**src/rtl/multdiv.sv**
```systemverilog
// multdiv -- sequential signed 32-bit multiply / divide unit.
//
// Purpose: multi-cycle companion to the single-cycle alu. A one-cycle start
// pulse (ctrl_MULT or ctrl_DIV) latches the operands. A fixed 32-iteration
// radix-2 engine then runs: shift-add for multiply, restoring division for
// divide. Both work on operand magnitudes, and the sign is applied when the
// result is registered. data_resultRDY pulses for one cycle 33 cycles after
// the start edge. data_result/data_exception then hold until the next
// completion.
//
// Ports:
//   clock          in   rising-edge clock
//   reset          in   asynchronous active-high reset
//   data_operandA  in   [31:0] multiplicand / dividend (two's complement)
//   data_operandB  in   [31:0] multiplier / divisor (two's complement)
//   ctrl_MULT      in   start-multiply pulse (wins over ctrl_DIV)
//   ctrl_DIV       in   start-divide pulse
//   data_result    out  [31:0] product low word or quotient
//   data_exception out  overflow / divide-by-zero flag
//   data_resultRDY out  one-cycle completion strobe
module multdiv (
  input  logic        clock,
  input  logic        reset,
  input  logic [31:0] data_operandA,
  input  logic [31:0] data_operandB,
  input  logic        ctrl_MULT,
  input  logic        ctrl_DIV,
  output logic [31:0] data_result,
  output logic        data_exception,
  output logic        data_resultRDY
);

  typedef enum logic [1:0] {IDLE, MUL, DIV, DONE} state_t;

  state_t      state_q, state_d;
  logic [5:0]  count_q, count_d;
  // Multiply: {partial product high, multiplier shifting out}.
  // Divide:   {partial remainder, dividend shifting out / quotient shifting in}.
  logic [63:0] work_q, work_d;
  // Multiply: |A| added on each set multiplier bit. Divide: |B|.
  logic [31:0] addend_q, addend_d;
  logic        neg_q, neg_d;
  logic        div_zero_q, div_zero_d;
  logic        div_ovf_q, div_ovf_d;
  logic [31:0] result_q, result_d;
  logic        exc_q, exc_d;
  logic        rdy_q, rdy_d;

  logic [31:0] mag_a, mag_b;
  logic [32:0] mul_sum;
  logic [63:0] mul_step;
  logic [32:0] rem_shift;
  logic [33:0] div_diff;
  logic [63:0] div_step;
  logic [63:0] prod_signed;
  logic [31:0] quot_signed;

  // Magnitude of 0x80000000 is 0x80000000, which still fits unsigned 32 bits.
  assign mag_a = data_operandA[31] ? (~data_operandA + 32'd1) : data_operandA;
  assign mag_b = data_operandB[31] ? (~data_operandB + 32'd1) : data_operandB;

  assign mul_sum  = {1'b0, work_q[63:32]} + (work_q[0] ? {1'b0, addend_q} : 33'd0);
  assign mul_step = {mul_sum, work_q[31:1]};

  // The remainder stays below a divisor of at most 2^31, so after a
  // successful subtract it fits back into the 32-bit upper half.
  assign rem_shift = work_q[63:31];
  assign div_diff  = {1'b0, rem_shift} - {2'b00, addend_q};
  assign div_step  = div_diff[33] ? {rem_shift[31:0], work_q[30:0], 1'b0}
                                  : {div_diff[31:0],  work_q[30:0], 1'b1};

  assign prod_signed = neg_q ? (~work_q + 64'd1) : work_q;
  assign quot_signed = neg_q ? (~work_q[31:0] + 32'd1) : work_q[31:0];

  always_comb begin
    state_d    = state_q;
    count_d    = count_q;
    work_d     = work_q;
    addend_d   = addend_q;
    neg_d      = neg_q;
    div_zero_d = div_zero_q;
    div_ovf_d  = div_ovf_q;
    result_d   = result_q;
    exc_d      = exc_q;

    if (ctrl_MULT || ctrl_DIV) begin
      // A start from any state aborts the running operation.
      count_d    = 6'd0;
      neg_d      = data_operandA[31] ^ data_operandB[31];
      div_zero_d = (data_operandB == 32'd0);
      div_ovf_d  = (data_operandA == 32'h8000_0000) && (data_operandB == 32'hFFFF_FFFF);
      if (ctrl_MULT) begin
        state_d  = MUL;
        work_d   = {32'd0, mag_b};
        addend_d = mag_a;
      end else begin
        state_d  = DIV;
        work_d   = {32'd0, mag_a};
        addend_d = mag_b;
      end
    end else begin
      case (state_q)
        MUL: begin
          if (count_q != 6'd32) begin
            work_d  = mul_step;
            count_d = count_q + 6'd1;
          end else begin
            state_d  = DONE;
            result_d = prod_signed[31:0];
            // Fits in signed 32 bits only if bits 63..31 are a pure sign extension.
            exc_d    = !((&prod_signed[63:31]) || !(|prod_signed[63:31]));
          end
        end
        DIV: begin
          if (count_q != 6'd32) begin
            work_d  = div_step;
            count_d = count_q + 6'd1;
          end else begin
            state_d = DONE;
            if (div_zero_q) begin
              result_d = 32'd0;
              exc_d    = 1'b1;
            end else if (div_ovf_q) begin
              result_d = 32'h8000_0000;
              exc_d    = 1'b1;
            end else begin
              result_d = quot_signed;
              exc_d    = 1'b0;
            end
          end
        end
        DONE:    state_d = IDLE;
        default: state_d = IDLE;
      endcase
    end

    rdy_d = (state_d == DONE);
  end

  always_ff @(posedge clock or posedge reset) begin
    if (reset) begin
      state_q    <= IDLE;
      count_q    <= 6'd0;
      work_q     <= 64'd0;
      addend_q   <= 32'd0;
      neg_q      <= 1'b0;
      div_zero_q <= 1'b0;
      div_ovf_q  <= 1'b0;
      result_q   <= 32'd0;
      exc_q      <= 1'b0;
      rdy_q      <= 1'b0;
    end else begin
      state_q    <= state_d;
      count_q    <= count_d;
      work_q     <= work_d;
      addend_q   <= addend_d;
      neg_q      <= neg_d;
      div_zero_q <= div_zero_d;
      div_ovf_q  <= div_ovf_d;
      result_q   <= result_d;
      exc_q      <= exc_d;
      rdy_q      <= rdy_d;
    end
  end

  assign data_result    = result_q;
  assign data_exception = exc_q;
  assign data_resultRDY = rdy_q;

endmodule

```
**config.mk**
```make
export PLATFORM = sky130hd
export DESIGN_NAME = multdiv
export DESIGN_NICKNAME = d
export VERILOG_FILES = /design/src/rtl/multdiv.sv
export SDC_FILE = /design/constraint.sdc
export NUM_CORES = 1
export LEC_CHECK = 0
export CAP_MARGIN = 20
export CORE_AREA = 5 5 288 149
export CTS_BUF_LIST = sky130_fd_sc_hd__clkbuf_8
export CTS_CLUSTER_SIZE = 8
export DETAILED_ROUTE_END_ITERATION = 6
export DIE_AREA = 0 0 293 154
export DONT_BUFFER_PORTS = 1
export GPL_ROUTABILITY_DRIVEN = 0
export HOLD_SLACK_MARGIN = 0.06
export PLACE_DENSITY = 0.49
export SYNTH_ARGS = -nofsm -noshare
export SYNTH_HDL_FRONTEND = slang
export SYNTH_SLANG_ARGS = --single-unit
```
**constraint.sdc**
```tcl
create_clock -name clock -period 4.81 [get_ports clock]
set_clock_uncertainty 0.1 [all_clocks]
set_input_delay 0.962 -clock clock [delete_from_list [all_inputs] [get_ports clock]]
set_output_delay 0.962 -clock clock [all_outputs]
set_load 0.05 [all_outputs]
```
Word-level counts from Yosys, hierarchy flattened
Cells that the tools add are included.

Output and inout port bits: 34. Bits of input ports: 68. Flip-flop bits (word level): 141. Word-level logic and storage cells: 78.

Add/sub/neg operators: 7. Bitwise operators: 6. Reductions and logical operators: 16. Equality and inequality tests: 10. Muxes and demuxes: 29.

Operators with widths (number): 32-bit 2-to-1 mux (10); 64-bit 2-to-1 mux (5); 64-bit case mux with 2 select lines (1); 32-bit by 1-bit adder with 32-bit output (second input constant) (3); 32-bit inverter (3); 64-bit by 1-bit adder with 64-bit output (second input constant) (1); 32-bit equality test (second input constant) (2); 64-bit inverter (1); 32-bit case mux with 2 select lines (1); 33-bit by 32-bit subtractor with 34-bit output (1); 32-bit by 32-bit adder with 33-bit output (1); 33-bit AND reduction (1); 33-bit OR reduction (1); 32-bit zero test (1); 6-bit 2-to-1 mux (3); 2-bit 2-to-1 mux (4); 6-bit by 1-bit adder with 6-bit output (second input constant) (1); 3-bit != test (second input constant) (2); 6-bit != test (second input constant) (1); 2-bit nonzero test (3); 2-bit equality test (second input constant) (2); 1-bit 2-to-1 mux (4); 2-bit != test (second input constant) (2); 4-bit AND reduction (1); other kinds (11) (13).

Longest topological paths before layout
Depth after elaboration: 9. Gate-level depth with buffers: 14. Gate-level depth less buffers: 13.

Worst setup path after synthesis
Ideal clock, no wire load.

Path kind: in2reg. Start point: in data_operandA[13]. End point: reg work_q[30]. Stages: 9. Library setup time: 0.137 ns. Setup slack: 0.832 ns. Required time: 4.573 ns. Arrival time: 3.741 ns. Buffers on the path: 0. Path through: or4_4 > or4_4 > or2_2 > or3_4 > or4_4 > o41ai_4 > xnor2_1 > a211oi_1 > a21oi_1.

Word-level cells in the longest chain between the ends: 5.

RTL lines: start, declared (RTL line 24) `input logic [31:0] data_operandA,`; 32-bit inverter (RTL line 59) `assign mag_a = data_operandA[31] ? (~data_operandA + 32'd1) : data_operandA;`; 32-bit by 1-bit adder with 32-bit output (RTL line 59); 32-bit 2-to-1 mux (RTL line 59); 32-bit 2-to-1 mux (RTL line 92) `if (ctrl_MULT) begin`; 64-bit 2-to-1 mux (RTL line 86) `if (ctrl_MULT || ctrl_DIV) begin`; end signal, assigned (RTL line 155) `work_q <= work_d;`; end, declared (RTL line 39) `logic [63:0] work_q, work_d;`.

No other way between the ends. A chain may end at the register's enable or synchronous reset.

Final worst setup path
Start point: reg work_q[0]. End point: reg work_q[63].

Word-level cells in the longest chain between the ends: 5.

RTL lines: 32-bit 2-to-1 mux (RTL line 62) `assign mul_sum = {1'b0, work_q[63:32]} + (work_q[0] ? {1'b0, addend_q} : 33'd0);`; 32-bit by 32-bit adder with 33-bit output (RTL line 62); 64-bit 2-to-1 mux (RTL line 104) `if (count_q != 6'd32) begin`; 64-bit case mux with 2 select lines (RTL line 102) `case (state_q)`; 64-bit 2-to-1 mux (RTL line 86).

No other way between the ends. The select of a mux whose other input is x is not followed.

==> results.toml <==
[timing]
slew_viol_final = 0
fin_ws_ns = 0.5938
finalHoldViolations = 0
worst_slew_pin_slew_ns = 1.056
tns_ns = 0
fin_crit_sh = 0.8765
setup_viol = 0
fmax_mhz = 237.2
slew_headroom = 0.2946
period_needed_ns = 4.216
rsz0062_at_grt = "false"

[logic_synthesis]
synth_nets = 1932
ys_seq_elements = 141
synth-xor-area-share = 0.1042
ys_async_sr_fraction = 1.000
ys_types = 74
syn_area_sq_um = 13870
syn_inst = 1790
yosysWarnings = 0
synthSimpleGateAreaFrac = 0.2122
synth-edff-count = 0
synthAdderAreaFrac = 0.06786
synthMuxAreaShare = 0.03420
synth_top_family_by_area = "compound AO/OA/AOI/OAI gates"
avgSynthCellArea_sq_um = 7.746
synth_top_flop_cell = "dfrtp_1"
synth-compound-area-share = 0.2763
synth-seq-area-share = 0.2545

[die]
die_h_um = 154
rows = 52
die_area_sq_um = 45120
start_util = 0.3465
coreArea_sq_um = 40010
pin_count = 102
die_width_um = 293

[cts]
cts_tree = "yes"
cts.hold.buffers_added = 0
h-tree-depth = 4
clock_latency_ns = 0.52
postCtsSetupBuffers = 0
root_buffer = "clkbuf_8"
path_clk_slew_ns = 0.10
clkSinkCount = 141
clock_path_buffers = 2
cts-resized-gates = 0
cts_made_buffers = 17

[layout]
design_area_sq_um = 14890
antenna_cells = 0
fin_nets = 1879
postLayoutCoreUtil = 0.3721
area_delta_synth_final_pct = 7.390
layout-drive-gt1-share = 0.07371
num-fill-cells = 4231
stdcell_count = 2290

[place]
pre_cts_ws_ns = 0.5006
place_area_sq_um = 14470
dpl.hpwl_mm = 39.87
dp_cells = 2258
numPortBuffers = 0

[global_route]
antenna_found_initial = 0
grt_pass1_vias = 12820
grt-ovfl-total = 0
grt_pass1_wl_mm = 80.79
grt_max_degree = 112
grt_usage = 0.2291

[worst_setup_path]
path_max_fanout = 21
worst_path_max_delay_cell = "nor4_1"
cpPeakStageDelay_ns = 0.60
worstSetupStartpointType = "flop"
crit_type = "flop to flop"
cp_cell_sequence = "inv_1, buf_4, nor2_1, ha_1, o21ai_0, a21boi_0, nor2_1, nor4_1, a211oi_1, o31ai_1, a2111oi_0, o31ai_1"
required_ns = 5.14
critPathArrivalTime_ns = 4.55
cp-end-kind = "flop"

[power_and_ir_drop]
vdd_drop_max_mv = 0.1624
p_leak_nw = 6.377
internal_power_w = 0.002414
net-switching-power_w = 0.002114
clock_power_share = 0.242
power_switching_share = 0.4669
p_comb_frac = 0.314
p_seq_frac = 0.443
pwr_density_cell_nw_per_um2 = 304.1

[routing]
finalWirelength_mm = 52.69
vias = 13580
drcViolationCount = 0
viasPerCell = 5.931
wire_per_inst_um = 23.01
final_antenna_net_count = 0
drt_iter0_drc = 1281
dr.pass1.iters = 7

[outcome]
status = "complete, no violations"

[job]
cap_violations = 0

[min_path]
min_path_type = "input port to async pin"
## through the flow
step	hold slack [ns]	power [W]
after floorplan	0.3603	0.002994
after global placement	0.4050	0.003443
after detailed placement	0.4219	0.003442
after CTS	0.3498	0.004547
after global routing	0.3820	0.004787
final	0.3334	0.004528
## power by group through the flow
stage / sequential, W / clock, W / combinational (W)
floorplan: 0.00193 / 0 / 0.00106
global placement: 0.00204 / 0 / 0.00141
detailed placement: 0.00204 / 0 / 0.00140
CTS: 0.00201 / 0.00112 / 0.00141
global route: 0.00204 / 0.00117 / 0.00158
finish: 0.00201 / 0.00110 / 0.00142
## cells in the mapped netlist, types with 16 or more instances
| library cell | instances | area [sq um] |
|---|---|---|
| xor2_1 | 109 | 954.7 |
| o41ai_1 | 20 | 175.2 |
| inv_1 | 70 | 262.8 |
| a2111oi_0 | 17 | 148.9 |
| xnor2_1 | 56 | 490.5 |
| a211oi_1 | 27 | 202.7 |
| dfrtp_1 | 141 | 3528 |
| a21o_1 | 32 | 240.2 |
| mux2i_1 | 44 | 440.4 |
| o221a_2 | 16 | 180.2 |
| o31ai_1 | 41 | 307.8 |
| a21oi_1 | 112 | 560.5 |
| o211ai_1 | 24 | 180.2 |
| or3_1 | 17 | 106.4 |
| nor2b_1 | 26 | 162.7 |
| ha_1 | 72 | 900.9 |
| nor4_1 | 21 | 131.4 |
| nor2_1 | 149 | 559.3 |
| or4_1 | 25 | 187.7 |
| nand2_1 | 190 | 713.2 |
| nand3_1 | 37 | 185.2 |
| clkbuf_1 | 101 | 379.1 |
| nand4_1 | 25 | 156.4 |
| nor3_1 | 33 | 165.2 |
| o21ai_0 | 173 | 865.8 |
## state kept, by name, summed over array words and instances, names as in the netlist
register	cells
state_q	2
div_ovf_q	1
data_exception	1
work_q	64
div_zero_q	1
addend_q	32
count_q	6
data_resultRDY	1
neg_q	1
data_result	32
## cell families (layout without fill, tap and decap cells)
family | after synthesis | after routing
AND/OR/NAND/NOR | 600 | 600
AO/OA/AOI/OAI | 577 | 577
buffers and inverters | 186 | 146
XOR/XNOR | 165 | 165
flip-flops | 141 | 141
adder cells (fa/ha/maj) | 74 | 74
multiplexers | 47 | 47
## cells in the final DEF (no fill, tap or decap), types with 10 or more instances in the layout
cell type  instances
o211ai_1          24
xor2_1           109
buf_4             41
a31oi_1           15
nand2b_1          14
nor3_1            33
or3_1             17
dfrtp_1          140
nor2_1           146
mux2i_1           44
xnor2_1           56
a211oi_1          27
o41ai_1           20
nand3_1           37
inv_1             69
nand4_1           25
a2111oi_0         17
a21oi_1          112
or2_2             13
o31ai_1           41
o21bai_1          11
o21ai_0          173
nor2b_1           26
o21a_1            10
o221a_2           16
a21o_1            32
clkbuf_8          18
nor4_1            21
or4_1             25
ha_1              71
nand2_1          190
## per-layer routing
metal  wire, um  track usage  share of wire  vias to the layer above
li1           -            -              -                     6476
met1      25030       0.3266           0.48                     6590
met2      23350       0.3609           0.44                      446
met5          0            0              0                        -
met4       1367      0.06348          0.026                        0
met3       2940      0.03603          0.056                       71
## cell type report
class                      count  area [sq um]  area share
multi-input combinational   1463          9661      0.6488
sequential                   141          3530      0.2370
tap                          540         675.6     0.04537
timing repair buffer          42         327.8     0.02201
inverter                      72         274.0     0.01840
clock buffer                  18         247.7     0.01664
clock inverter                14         175.2     0.01176
## worst max-delay path: cells and delay by family, from the launching register on
family	cells	cell delay, ns
AO/OA/AOI/OAI	6	1.71
AND/OR/NAND/NOR	3	0.80
buffers and inverters	2	0.73
flip-flops	1	0.45
adder cells (fa/ha/maj)	1	0.33
## worst paths after layout
check,from,to,slack [ns],depth (start not counted)
max,work_q[0],work_q[63],0.59,12
min,reset,work_q[51],0.33,2
max reg2reg,work_q[0],work_q[63],0.59,12
min reg2reg,addend_q[14],addend_q[14],0.45,2
max in group asynchronous,reset,neg_q,3.56,2
min in group clock,ctrl_MULT,state_q[1],0.44,1
Power figures use the tool's default switching activity.
